### config.mk
export PLATFORM = sky130hd
export DESIGN_NAME = uart_tx_sched
export DESIGN_NICKNAME = d
export VERILOG_FILES = /design/src/rtl/uart_pkg.sv /design/src/rtl/uart_tx_fifo.sv /design/src/rtl/uart_tx_sched.sv
export SDC_FILE = /design/constraint.sdc
export NUM_CORES = 1
export LEC_CHECK = 0
export ABC_CLOCK_PERIOD_IN_PS = 2400
export BUFFER_PORTS_ARGS = -buffer_cell sky130_fd_sc_hd__buf_2
export CAP_MARGIN = 15
export CORE_MARGIN = 1
export CORE_UTILIZATION = 44
export CTS_CLUSTER_DIAMETER = 120
export DETAILED_ROUTE_END_ITERATION = 10
export PLACE_DENSITY = 0.87
export SYNTH_ARGS = -nofsm -noshare
export SYNTH_HDL_FRONTEND = slang
export SYNTH_SLANG_ARGS = --single-unit
### constraint.sdc
create_clock -name clk -period 2.4 [get_ports clk]
set_input_delay 0.36 -clock clk [delete_from_list [all_inputs] [get_ports clk]]
set_output_delay 0.36 -clock clk [all_outputs]
set_load 0.05 [all_outputs]
### src/rtl/uart_pkg.sv
// Shared definitions for the UART transmit scheduler: FSM state encoding,
// default FIFO depth and a depth-legality helper.
package uart_pkg;

    typedef enum logic [1:0] {
        ST_IDLE      = 2'd0,
        ST_ISSUE     = 2'd1,
        ST_WAIT_BUSY = 2'd2,
        ST_WAIT_DONE = 2'd3
    } tx_state_t;

    localparam int DEFAULT_FIFO_DEPTH = 8;
    localparam int LEVEL_W            = 5;

    function automatic bit fifo_depth_ok(input int depth);
        return (depth >= 2) && (depth <= 16) && ((depth & (depth - 1)) == 0);
    endfunction

endpackage

### src/rtl/uart_tx_fifo.sv
// Byte FIFO feeding the UART transmit scheduler; head byte is visible
// combinationally on rdata, pushes when full and pops when empty are ignored.
module uart_tx_fifo
    import uart_pkg::*;
#(
    parameter int DEPTH = DEFAULT_FIFO_DEPTH
) (
    input  logic               clk,
    input  logic               reset,
    input  logic               push,
    input  logic               pop,
    input  logic [7:0]         wdata,
    output logic [7:0]         rdata,
    output logic               full,
    output logic               empty,
    output logic [LEVEL_W-1:0] level
);

    localparam int PTR_W = $clog2(DEPTH);

    logic [7:0]       mem [DEPTH];
    logic [PTR_W-1:0] wr_ptr;
    logic [PTR_W-1:0] rd_ptr;
    logic             do_push;
    logic             do_pop;

    assign full    = (level == LEVEL_W'(DEPTH));
    assign empty   = (level == '0);
    assign do_push = push & ~full;
    assign do_pop  = pop & ~empty;
    assign rdata   = mem[rd_ptr];

    always_ff @(posedge clk) begin
        if (do_push) begin
            mem[wr_ptr] <= wdata;
        end
    end

    // Pointers wrap explicitly so the wrap point is obvious at the last slot.
    always_ff @(posedge clk or negedge reset) begin
        if (!reset) begin
            wr_ptr <= '0;
            rd_ptr <= '0;
            level  <= '0;
        end else begin
            if (do_push) begin
                wr_ptr <= (wr_ptr == PTR_W'(DEPTH - 1)) ? '0 : wr_ptr + 1'b1;
            end
            if (do_pop) begin
                rd_ptr <= (rd_ptr == PTR_W'(DEPTH - 1)) ? '0 : rd_ptr + 1'b1;
            end
            unique case ({do_push, do_pop})
                2'b10:   level <= level + 1'b1;
                2'b01:   level <= level - 1'b1;
                default: level <= level;
            endcase
        end
    end

endmodule

### src/rtl/uart_tx_sched.sv
// Round-robin byte scheduler for two requesters in front of a UART transmitter.
// Define UART_TX_FIFO_EN to buffer bytes in uart_tx_fifo; otherwise bytes go straight to the UART.
module uart_tx_sched
    import uart_pkg::*;
#(
    parameter int FIFO_DEPTH = DEFAULT_FIFO_DEPTH
) (
    input  logic               clk,
    input  logic               reset,
    input  logic               req0_valid,
    input  logic [7:0]         req0_data,
    output logic               req0_ready,
    input  logic               req1_valid,
    input  logic [7:0]         req1_data,
    output logic               req1_ready,
    input  logic               uart_busy,
    output logic               uart_wr,
    output logic [7:0]         uart_dat,
    output logic [LEVEL_W-1:0] fifo_level,
    output logic               idle
);

    if (!fifo_depth_ok(FIFO_DEPTH)) begin : g_bad_depth
        $error("uart_tx_sched: FIFO_DEPTH must be a power of two in 2..16");
    end

    tx_state_t  state;
    tx_state_t  state_next;
    logic       in_idle;
    logic       prio;
    logic       grant1;
    logic       any_valid;
    logic       accept;
    logic       start;
    logic [7:0] grant_data;
    logic [7:0] issue_data;

    // Port 1 wins when it is the only requester or when it holds priority.
    assign any_valid  = req0_valid | req1_valid;
    assign grant1     = req1_valid & (~req0_valid | prio);
    assign grant_data = grant1 ? req1_data : req0_data;

`ifdef UART_TX_FIFO_EN
    logic       fifo_full;
    logic       fifo_empty;
    logic [7:0] fifo_head;

    assign accept     = reset & any_valid & ~fifo_full;
    assign start      = in_idle & ~fifo_empty & ~uart_busy;
    assign issue_data = fifo_head;
    assign idle       = in_idle & fifo_empty;

    uart_tx_fifo #(
        .DEPTH (FIFO_DEPTH)
    ) u_fifo (
        .clk   (clk),
        .reset (reset),
        .push  (accept),
        .pop   (start),
        .wdata (grant_data),
        .rdata (fifo_head),
        .full  (fifo_full),
        .empty (fifo_empty),
        .level (fifo_level)
    );
`else
    assign accept     = reset & any_valid & in_idle & ~uart_busy;
    assign start      = accept;
    assign issue_data = grant_data;
    assign idle       = in_idle;
    assign fifo_level = '0;
`endif

    assign req0_ready = accept & ~grant1;
    assign req1_ready = accept & grant1;

    always_ff @(posedge clk or negedge reset) begin
        if (!reset) begin
            state <= ST_IDLE;
        end else begin
            state <= state_next;
        end
    end

    always_comb begin
        state_next = state;
        unique case (state)
            ST_IDLE:      if (start)      state_next = ST_ISSUE;
            ST_ISSUE:                     state_next = ST_WAIT_BUSY;
            ST_WAIT_BUSY: if (uart_busy)  state_next = ST_WAIT_DONE;
            ST_WAIT_DONE: if (!uart_busy) state_next = ST_IDLE;
            default:                      state_next = ST_IDLE;
        endcase
    end

    always_comb begin
        uart_wr = (state == ST_ISSUE);
        in_idle = (state == ST_IDLE);
    end

    // The byte is captured on the IDLE->ISSUE edge and held until the next one.
    always_ff @(posedge clk or negedge reset) begin
        if (!reset) begin
            uart_dat <= '0;
            prio     <= 1'b0;
        end else begin
            if (start) begin
                uart_dat <= issue_data;
            end
            if (accept) begin
                prio <= ~grant1;
            end
        end
    end

endmodule

== Word level (Yosys, flattened, before mapping) ==
Index checks and enable logic that the tools add are counted.

* Bits in registers: 11
* Logic and storage cells: 27
* Output and inout bits: 17
* Bits of input ports: 21

* Equal/unequal tests: 6
* Bitwise gates (word level): 11
* Reductions and logical operators: 2
* Mux-type cells: 5

{| class="wikitable"
|+ Operators by type and width
! kind !! count
|-
| 8-bit two-way mux || 1
|-
| 2-bit case mux with 4 select lines || 1
|-
| 1-bit AND || 6
|-
| 2-bit two-way mux || 3
|-
| 2-bit equality test (second input constant) || 2
|-
| 2-bit != test (second input constant) || 2
|-
| 1-bit inverter || 3
|-
| 3-bit AND reduction || 1
|-
| 2-bit by 1-bit equality test with 1-bit output (second input constant) || 1
|-
| 2-bit zero test || 1
|-
| 2-bit by 1-bit != test with 1-bit output (second input constant) || 1
|-
| 1-bit OR || 2
|}

== Depth between registers and ports, before layout ==
* Depth in word-level cells: 6
* Depth in mapped cells: 6
* Depth with buffers taken out: 5

== Worst setup path before layout ==
OpenSTA, ideal clock, no wires.

* Kind: register -> output
* From: reg state[0]
* To: out req0_ready
* Required time: 2.040 ns
* Arrival time: 2.082 ns
* Stages on the path, launching flop included: 5
* Buffers on the path: 0
* Path slack: -0.042 ns
* Cell sequence: dfrtp_1 > inv_1 > ha_1 > o2111ai_2 > nor2b_1

* Word-level cells in the longest chain between the ends: 4

{| class="wikitable"
|+ Ends and longest elaborated chain
! what !! line !! text
|-
| from (decl) || uart_tx_sched.sv:27 || <nowiki>tx_state_t state;</nowiki>
|-
| from (signal assigned) || uart_tx_sched.sv:81 || <nowiki>state <= state_next;</nowiki>
|-
| 2-bit zero test || uart_tx_sched.sv:98 || <nowiki>in_idle = (state == ST_IDLE);</nowiki>
|-
| named net idle || uart_tx_sched.sv:20 || <nowiki>output logic idle</nowiki>
|-
| 1-bit AND (2 in series) || uart_tx_sched.sv:67 || <nowiki>assign accept = reset & any_valid & in_idle & ~uart_busy;</nowiki>
|-
| 1-bit AND || uart_tx_sched.sv:74 || <nowiki>assign req0_ready = accept & ~grant1;</nowiki>
|-
| to (decl) || uart_tx_sched.sv:12 || <nowiki>output logic req0_ready,</nowiki>
|}

The timed path passes the listed nets, and every way through them passes these cells.

== Worst setup path in the final report ==
* From: in reset
* To: out req1_ready

* Word-level cells in the longest chain between the ends: 4

{| class="wikitable"
|+ Ends and longest elaborated chain
! what !! line !! text
|-
| from (decl) || uart_tx_sched.sv:9 || <nowiki>input logic reset,</nowiki>
|-
| 1-bit AND (3 in series) || uart_tx_sched.sv:67 ||
|-
| 1-bit AND || uart_tx_sched.sv:75 || <nowiki>assign req1_ready = accept & grant1;</nowiki>
|-
| to (decl) || uart_tx_sched.sv:15 || <nowiki>output logic req1_ready,</nowiki>
|}

No other way between the ends.

==> results.ini <==
[run_status]
status=finished clean

[synth]
synth_commonest_cells=dfrtp_1, mux2i_1, nand2_1
synthArstFlopShare_pct=100
synth_ff_type=dfrtp_1
syn_area_per_cell_um2=10.0
netlist_top_cells_area=dfrtp_1, mux2i_1, ha_1
netlist_area_um2=632
syn_inst=63
synth_top_area_cell=dfrtp_1
synth_top_area_share_pct=43.6
yosysUniqueCellTypes=19
synth-seq-cells=11
yosysMostFrequentCell=dfrtp_1
seq_area_frac_synth_pct=43.6
ys_warn_count=0
synth-edff-count=0

[worst_setup_path]
cp_cell_sequence=dlygate4sd3_1 -> buf_2 -> o2111ai_2 -> nor2_1 -> buf_2
crit_path_start=reset
worst-setup-path-type=in2out
r2r-start=prio
crit_required_ns=2.04
path_max_fanout=13
slowest_delay_ns=0.53
cp_top_family=buffers and inverters
path_buf_inv=3
cp_slowest_cell=dlygate4sd3_1
crit_arrival_ns=1.94
startpoint_type=input pin
endpoint_kind=primary output
path_common_cell=buf_2

[power]
leakagePower_uw=0.000482
switching_share_pct=52.7
pwr-share-comb_pct=60.2
switchingPower_uw=589
p_int_uw=529
p_per_area_nw_per_um2=1350
seqPwrFrac_pct=29.0
p_clk_share_pct=10.9
ir_worst_vdd_uv=670

[timing]
slew_viol_final=0
fin_skew_ns=0.00149
layout_setup_ws_ns=0.0971
hold_viol=0
min_period_ns=2.30
fmaxAchievable_mhz=434
rsz0062_at_grt=false
fin_crit_sh_pct=96.0
setup_violations=0

[routing]
drtPass1Iterations=2
vias=551
first_iter_violations=4
vias_per_cell=4.83
wl_per_cell_um=12.0
drc=0
antenna_left=0
wl_um=1370

[grt]
grtUsageTotal_pct=18.8
antenna_found_initial=0
grt_pass1_wl_um=1960
grt_overflow=0
grt_max_degree=15
first_global_vias=498

[placement]
place_worst_setup_slack_ns=0.603
gp_congestion=0.685
io_buffers=32
hpwl_um=1080

[die]
die_h_um=39.9
start_util_pct=48.0
rows=13
core-area_um2=1320
dieArea_um2=1590
die_w_um=39.9
ios=38

[finish]
nNetsFinal=125
postLayoutCoreUtil_pct=62.8
drive_above_1_share_pct=39.4
areaGrowthSynthToFinish_pct=30.9
num_antenna_cells=0

[clock_tree]
cts_setup_buffers=0
cts_resized=0
cts_tree=built
cts_hold_buf=1
cts_made_buffers=3
clk_path_buf_depth=2
clk_latency_ns=0.26
clk_pin_slew_ns=0.07
cts_max_level=1
cts-root-buf=clkbuf_4
clock_sinks=11

[min_path]
worstHoldPathType=in2reg
holdCritStartpoint=req1_data[6]

[run]
maxCapViolCount=0

[power groups by stage]
| stage | clock, uW | combinational, uW | sequential, uW |
|---|---|---|---|
| after floorplan | 0 | 310 | 545 |
| after global placement | 0 | 652 | 323 |
| after detailed placement | 0 | 671 | 327 |
| after CTS | 124 | 674 | 323 |
| after global routing | 138 | 719 | 337 |
| final | 121 | 673 | 324 |
[tightest hold or removal path, delay by kind of cell]
kind	cells	cell delay, ns
compound gates	1	0.13
mux	1	0.05
buf+inv	1	0.07
[stage by stage]
| stage | std cells | hold WS, ns | TNS (ns) | power [uW] | instance area (um2) |
|---|---|---|---|---|---|
| floorplan | 67 | 0.0644 | -0.0764 | 855 | 647 |
| global placement | 109 | 0.250 | 0 | 976 | 791 |
| detailed placement | 109 | 0.260 | 0 | 999 | 791 |
| CTS | 114 | 0.389 | 0 | 1120 | 827 |
| global route | 114 | 0.385 | 0 | 1190 | 827 |
| finish | 114 | 0.389 | 0 | 1120 | 827 |
[path summary, 6_finish.rpt]
path,end,slack [ns],cells after the start
max,req1_ready,0.1,5
min,uart_dat[6],0.39,3
max reg2reg,uart_dat[0],0.87,4
min reg2reg,uart_dat[4],0.48,2
max in group asynchronous,state[0],1.65,2
min in group asynchronous,uart_dat[5],0.53,2
[placed cells by master, fill, tap and decap left out, types with 2 or more instances in the layout]
cell type / n
o21ai_1: 2
nand2_1: 8
ha_1: 4
a21oi_1: 2
buf_4: 2
o21ai_0: 7
buf_2: 32
mux2i_1: 8
inv_1: 5
conb_1: 5
dfrtp_1: 11
clkbuf_4: 3
[layout make-up]
cell class / count / area [um2]
fillers: 112 / 490
multi-input cells: 44 / 303
flip-flops and latches: 11 / 275
repair buffers: 35 / 185
clock buffers: 4 / 26.3
inverters: 5 / 18.8
well taps: 15 / 18.8
[flip-flops by register name (all words and copies together) (netlist names)]
name      count
uart_dat      8
state         2
prio          1
[layer usage]
metal  part of all wire (%)  track usage, %
met1                     41            21.5
met2                     53            33.1
met3                    3.6            5.11
met4                    1.6            6.03
met5                      0               0
[logic make-up (layout without fill, tap and decap cells)]
kind of cell / count (synthesis) / in the layout / synth area share (%)
buffers and inverters: 12 / 44 / 10.9
adder cells (fa/ha/maj): 4 / 4 / 7.92
flip-flops: 11 / 11 / 43.6
AND/OR/NAND/NOR: 12 / 12 / 8.12
other: 1 / 5 / 0.593
multiplexers: 9 / 9 / 15.0
AO/OA/AOI/OAI: 14 / 14 / 13.9
(Power assumes the default switching activity.)
